File: src/rtl/ysyx_23060303_ctrl_pkg.sv
// rtl/ysyx_23060303_ctrl_pkg.sv - state encoding and constants shared by the control FSM
package ysyx_23060303_ctrl_pkg;

    typedef enum logic [2:0] {
        ST_FETCH_REQ  = 3'd0,
        ST_FETCH_WAIT = 3'd1,
        ST_EXEC       = 3'd2,
        ST_MEM_REQ    = 3'd3,
        ST_MEM_WAIT   = 3'd4,
        ST_WB         = 3'd5,
        ST_HALT       = 3'd6
    } ctrl_state_e;

    localparam logic [1:0] HALT_NONE    = 2'b00;
    localparam logic [1:0] HALT_EBREAK  = 2'b01;
    localparam logic [1:0] HALT_ILLEGAL = 2'b10;
    localparam logic [1:0] HALT_TIMEOUT = 2'b11;

    localparam logic [31:0] INST_EBREAK = 32'h0010_0073;

endpackage

File: src/rtl/ysyx_23060303_wait_timer.sv
// rtl/ysyx_23060303_wait_timer.sv - counts consecutive stalled cycles in a bus-wait state
module ysyx_23060303_wait_timer #(
    parameter int TIMEOUT = 1024
) (
    input  logic i_clk,
    input  logic i_rst,
    input  logic i_clr,
    input  logic i_inc,
    output logic o_expire
);

    localparam int W = $clog2(TIMEOUT);
    localparam logic [W-1:0] LAST = W'(TIMEOUT - 1);

    logic [W-1:0] r_cnt;

    always_ff @(posedge i_clk) begin
        if (i_rst || i_clr) begin
            r_cnt <= '0;
        end else if (i_inc) begin
            r_cnt <= r_cnt + W'(1);
        end
    end

    // High during the TIMEOUT-th stalled cycle of the current state
    assign o_expire = (r_cnt == LAST);

endmodule

File: src/rtl/ysyx_23060303_cpu_ctrl.sv
// rtl/ysyx_23060303_cpu_ctrl.sv - multi-cycle instruction sequencer for the RV32E core
module ysyx_23060303_cpu_ctrl
    import ysyx_23060303_ctrl_pkg::*;
#(
    parameter int CNT_WIDTH = 64,
    parameter int TIMEOUT   = 1024
) (
    input  logic                 i_clk,
    input  logic                 i_rst,
    output logic                 o_ifu_req_valid,
    input  logic                 i_ifu_req_ready,
    input  logic                 i_ifu_resp_valid,
    output logic                 o_ifu_resp_ready,
    input  logic [31:0]          i_ifu_inst,
    output logic [31:0]          o_inst_q,
    input  logic                 i_dec_rd_en,
    input  logic                 i_dec_is_load,
    input  logic                 i_dec_is_store,
    input  logic                 i_dec_is_ebreak,
    input  logic                 i_dec_illegal,
    output logic                 o_lsu_req_valid,
    input  logic                 i_lsu_req_ready,
    input  logic                 i_lsu_resp_valid,
    output logic                 o_rf_wen,
    output logic                 o_pc_wen,
    output logic                 o_halt,
    output logic [1:0]           o_halt_code,
    output logic [CNT_WIDTH-1:0] o_cycle_cnt,
    output logic [CNT_WIDTH-1:0] o_instret
);

    ctrl_state_e          r_state;
    ctrl_state_e          w_next;
    logic [31:0]          r_inst;
    logic [1:0]           r_halt_code;
    logic [1:0]           w_halt_code_next;
    logic [CNT_WIDTH-1:0] r_cycle_cnt;
    logic [CNT_WIDTH-1:0] r_instret;
    logic                 w_wait_state;
    logic                 w_exit;
    logic                 w_expire;

    always_comb begin
        w_next           = r_state;
        w_halt_code_next = r_halt_code;
        w_wait_state     = 1'b0;
        w_exit           = 1'b0;
        case (r_state)
            ST_FETCH_REQ: begin
                w_wait_state = 1'b1;
                w_exit       = i_ifu_req_ready;
                if (w_exit) w_next = ST_FETCH_WAIT;
            end
            ST_FETCH_WAIT: begin
                w_wait_state = 1'b1;
                w_exit       = i_ifu_resp_valid;
                if (w_exit) w_next = ST_EXEC;
            end
            ST_EXEC: begin
                if (i_dec_is_ebreak) begin
                    w_next           = ST_HALT;
                    w_halt_code_next = HALT_EBREAK;
                end else if (i_dec_illegal) begin
                    w_next           = ST_HALT;
                    w_halt_code_next = HALT_ILLEGAL;
                end else if (i_dec_is_load || i_dec_is_store) begin
                    w_next = ST_MEM_REQ;
                end else begin
                    w_next = ST_WB;
                end
            end
            ST_MEM_REQ: begin
                w_wait_state = 1'b1;
                w_exit       = i_lsu_req_ready;
                if (w_exit) w_next = ST_MEM_WAIT;
            end
            ST_MEM_WAIT: begin
                w_wait_state = 1'b1;
                w_exit       = i_lsu_resp_valid;
                if (w_exit) w_next = ST_WB;
            end
            ST_WB:   w_next = ST_FETCH_REQ;
            ST_HALT: w_next = ST_HALT;
            default: w_next = ST_FETCH_REQ;
        endcase
        // A handshake completing on the last allowed cycle still wins over the timeout
        if (w_wait_state && !w_exit && w_expire) begin
            w_next           = ST_HALT;
            w_halt_code_next = HALT_TIMEOUT;
        end
    end

    always_ff @(posedge i_clk) begin
        if (i_rst) begin
            r_state     <= ST_FETCH_REQ;
            r_inst      <= '0;
            r_halt_code <= HALT_NONE;
            r_cycle_cnt <= '0;
            r_instret   <= '0;
        end else begin
            r_state     <= w_next;
            r_halt_code <= w_halt_code_next;
            if (r_state == ST_FETCH_WAIT && i_ifu_resp_valid) r_inst <= i_ifu_inst;
            if (r_state != ST_HALT) r_cycle_cnt <= r_cycle_cnt + CNT_WIDTH'(1);
            if (r_state == ST_WB) r_instret <= r_instret + CNT_WIDTH'(1);
        end
    end

    ysyx_23060303_wait_timer #(
        .TIMEOUT(TIMEOUT)
    ) u_wait_timer (
        .i_clk    (i_clk),
        .i_rst    (i_rst),
        .i_clr    (w_next != r_state),
        .i_inc    (w_wait_state && !w_exit),
        .o_expire (w_expire)
    );

    assign o_ifu_req_valid  = !i_rst && (r_state == ST_FETCH_REQ);
    assign o_ifu_resp_ready = !i_rst && (r_state == ST_FETCH_WAIT);
    assign o_lsu_req_valid  = !i_rst && (r_state == ST_MEM_REQ);
    assign o_pc_wen         = !i_rst && (r_state == ST_WB);
    assign o_rf_wen         = !i_rst && (r_state == ST_WB) && i_dec_rd_en && !i_dec_is_store;
    assign o_halt           = (r_state == ST_HALT);
    assign o_halt_code      = r_halt_code;
    assign o_inst_q         = r_inst;
    assign o_cycle_cnt      = r_cycle_cnt;
    assign o_instret        = r_instret;

endmodule

File: config.mk
export PLATFORM = sky130hd
export DESIGN_NAME = ysyx_23060303_cpu_ctrl
export DESIGN_NICKNAME = d
export VERILOG_FILES = /design/src/rtl/ysyx_23060303_ctrl_pkg.sv /design/src/rtl/ysyx_23060303_wait_timer.sv /design/src/rtl/ysyx_23060303_cpu_ctrl.sv
export SDC_FILE = /design/constraint.sdc
export NUM_CORES = 1
export LEC_CHECK = 0
export CAP_MARGIN = 20
export CORE_UTILIZATION = 53
export CTS_CLUSTER_DIAMETER = 150
export DETAILED_ROUTE_END_ITERATION = 6
export GPL_TIMING_DRIVEN = 0
export PLACE_DENSITY = 0.86
export SLEW_MARGIN = 10
export SYNTH_ARGS = -nofsm -noshare
export SYNTH_HDL_FRONTEND = slang
export SYNTH_SLANG_ARGS = --single-unit
File: constraint.sdc
create_clock -name i_clk -period 5.3 [get_ports i_clk]
set_input_delay 0.795 -clock i_clk [delete_from_list [all_inputs] [get_ports i_clk]]
set_output_delay 0.795 -clock i_clk [all_outputs]
set_load 0.005 [all_outputs]
==> impl_results.md <==
* Multiplexer area fraction after synthesis at 0.00378
* Area share of the largest cell type after synthesis at 0.441
* Result of the run: completed
* Placed wire-length estimate at ~17000 um
* Final critical path time including I/O delays and setup at 3.52 ns
* Most common cell in the synthesized netlist: dfxtp_1
* Main synth FF type: dfxtp_1
* Parity-gate share of the synthesized area counting xor and xnor cells at 0.0694
* Adder-cell share of the synthesized area at 0.00472
* Syn Std Cell Area at 7950 um2
* Number of buffers inserted for hold repair after clock tree synthesis at 0
* Iteration-0 DRC count of the detailed router at 666
* Maximum vdd ir drop at 0.203 mV
* Average cell area after synthesis at 8.14 um2
* Nature of the critical path endpoint: output port
* Drt via density at 5.92
* Transition time at the pin with the least slew margin at 0.799 ns
* Setup repair after global routing missed its margin: false
* Post-placement cell area at roughly 10000 um2
* Kind of cell with the highest combined delay on the critical path: buffers and inverters
* Power density over the cells at 279 nW/um2
* Final instance area at 10900 um2
* Total negative setup slack at 0 ns
* Simple-gate portion of the synthesized area at 0.306
* Number of gates resized after cts at 0
* Synth warnings at 0
* Routed Antenna Nets at 0
* First-pass GRT wire length at 36900 um
* Die outline area at 15500 um2
* Clock tree buffer depth at 2
* Weighted congestion at the end of routability-driven global placement at approximately 0.89
* Number of enable flip-flop cells after synthesis at 0
* Final std cells w/o fill at 1400
* Final design utilization at 0.747
* Initial cell density of the core at 0.545
* DRC errors left at 0
* Pre-CTS setup slack at 1.83 ns
* Worst-path cell with the longest stage delay: clkdlybuf4s50_1
* Clock transition at path regs at 0.06 ns
* Worst Setup Slack, final at 1.78 ns
* Worst EP required at 4.51 ns
* Detailed Route WL at 22800 um
* I/O pin count at 211
* Start-to-end type of the worst setup path: reg -> out
* Buffers inserted during post-CTS setup optimization at 0
* Fin. Hold Viols at 0
* Clk sinks at 175
* Number of clock buffers inserted by TritonCTS at 17
* Die span in x at around 120 um
* Die Ht at 124 um
* Net count of the mapped netlist at 1022
* Number of levels the H-tree was split into at 4
* Grt ovf at 0
* Type of origin of the critical path: flip-flop
* Ordered list of cells on the worst path: clkbuf_1, buf_1, nand2_1, nor4b_1, clkdlybuf4s50_1
* Highest clock frequency the design can meet at 284 MHz
* Dominant combinational cell family by area after synthesis: simple AND/OR/NAND/NOR gates
* Master cell of the clock root buffer: clkbuf_16
* Share of layout cells above drive strength 1 at 0.0395
* Maximum Capacitance Violations at 0
* Data arrival time of the critical path at 2.72 ns
* Core Box Area at ~15000 um2
* N_diodes at 0
* Total setup violations reported at the end of the flow at 0
* Area fraction in compound gates after synthesis at 0.139
* Cells after DPL at 1369
* Leakage power figure at 0.00346 uW
* Pins over their slew limit at 0
* Pin count of the biggest net entering global routing at 17
* Clock Skews at 0.00970 ns
* Synthesis-to-finish area growth at 37.1%
* Largest area contributor in the synthesized netlist: dfxtp_1
* HP Class: reg -> reg
* Largest cells by area after synthesis: dfxtp_1 44%, a21oi_1 7.1%, nand2_1 5.9%
* Fraction of registers with async set/reset at 0
* Peak per-stage delay on the critical path at 0.56 ns
* Post-synthesis instance total at between 900 and 1000
* Portion of the post-synthesis area used by sequential elements at 0.441
* Clk Latency, worst-skew pair at 0.43 ns
* Number of global-route vias before repair at 7673
* Distinct cell type count after synthesis at 51
* Initial antenna violation count at 0
* 1st-pass router iterations at 5
* Post-layout net count at 1250
* Final critical-path share of the clock period at 0.664
* Count of buffers inserted at the top-level ports at approximately 210
* Buffer and inverter count on the worst path at 3
* Most instantiated cells after synthesis: 175 x dfxtp_1, 124 x nand2_1, 112 x a21oi_1
* Worst Path Max Fanout at 10
* Global-route usage over all layers at 0.290
* CTS tree: built
* Number of synthesized register bits at 175
* Max transition margin at 0.467
* Std-Cell Rows at 44
* Number of vias in the routed layout at a little over 8000
* Drt wl/cell at 16.3 um
## layout make-up
type | instances | area (um2)
tap | 184 | 230
buffer | 49 | 199
multi-input combinational | 729 | 4160
timing repair buffer | 209 | 2090
fill | 1092 | 3690
clock buffer | 20 | 437
sequential | 175 | 3500
clock inverter | 11 | 190
inverter | 23 | 86.3
## through the flow
| stage | hold slack (ns) | total power [uW] |
|---|---|---|
| finish | 0.453 | 3040 |
| global route | 0.474 | 3140 |
| CTS | 0.456 | 3050 |
| detailed placement | 0.448 | 1710 |
| global placement | 0.441 | 1700 |
| floorplan | 0.449 | 1560 |
## report_power, final
part,switching [uW],leakage [uW],internal [uW]
Sequential,21.8,0.00141,1350
Combinational,175,0.00174,139
Clock,520,0.000304,833
Total,716,0.00346,2320
## worst min-delay path, cell delays in order, from the launching register on
cell and delay, ns:
dfxtp_1 0.31, nand2_1 0.05, a21oi_1 0.05
## cells by family (layout without fill, tap and decap cells)
kind of cell	after synthesis	in the layout
DFF	175	175
adders and majority gates	3	3
xor gates and xnor gates	63	63
AOI/OAI and AO/OA	200	200
buffers and inverters	72	312
muxes	3	3
and+or+nand+nor	460	460
## final timing paths
kind                     start       endpoint  cells after the start  slack [ns]
setup / recovery    r_state[2]       o_rf_wen                      5        1.78
hold / removal     o_inst_q[6]    o_inst_q[6]                      2        0.45
setup reg to reg  o_instret[4]  o_instret[61]                      7        2.46
hold reg to reg    o_inst_q[6]    o_inst_q[6]                      2        0.45
## state kept, by name (all words and copies together) (netlist names)
signal and flops:
o_cycle_cnt 64, o_halt_code 2, o_inst_q 32, o_instret 64
r_state 3, u_wait_timer.r_cnt 10
## layer usage
layer,part of all wire,GRT usage,vias to the layer above,wire length (um)
li1,-,-,3966,-
met1,0.42,0.351,3930,9500
met2,0.48,0.481,343,10900
met3,0.080,0.0799,45,1830
met4,0.024,0.124,0,537
met5,0,0,-,0
## layout by cell type, fill, tap and decap left out, types with 6 or more instances in the layout
| cell | count |
|---|---|
| clkdlybuf4s50_1 | 209 |
| dfxtp_1 | 175 |
| nand2_1 | 124 |
| a21oi_1 | 112 |
| nor2_1 | 83 |
| or3_1 | 54 |
| nand4_1 | 53 |
| o21ai_0 | 51 |
| nand3_1 | 49 |
| clkbuf_1 | 43 |
| xor2_1 | 38 |
| xnor2_1 | 25 |
| inv_1 | 22 |
| or4_1 | 21 |
| o31ai_1 | 20 |
| clkbuf_16 | 17 |
| nor4_1 | 16 |
| and3_1 | 13 |
| nor3_1 | 11 |
| and4_1 | 8 |
| buf_2 | 6 |
Power figures use the tool's default switching activity.
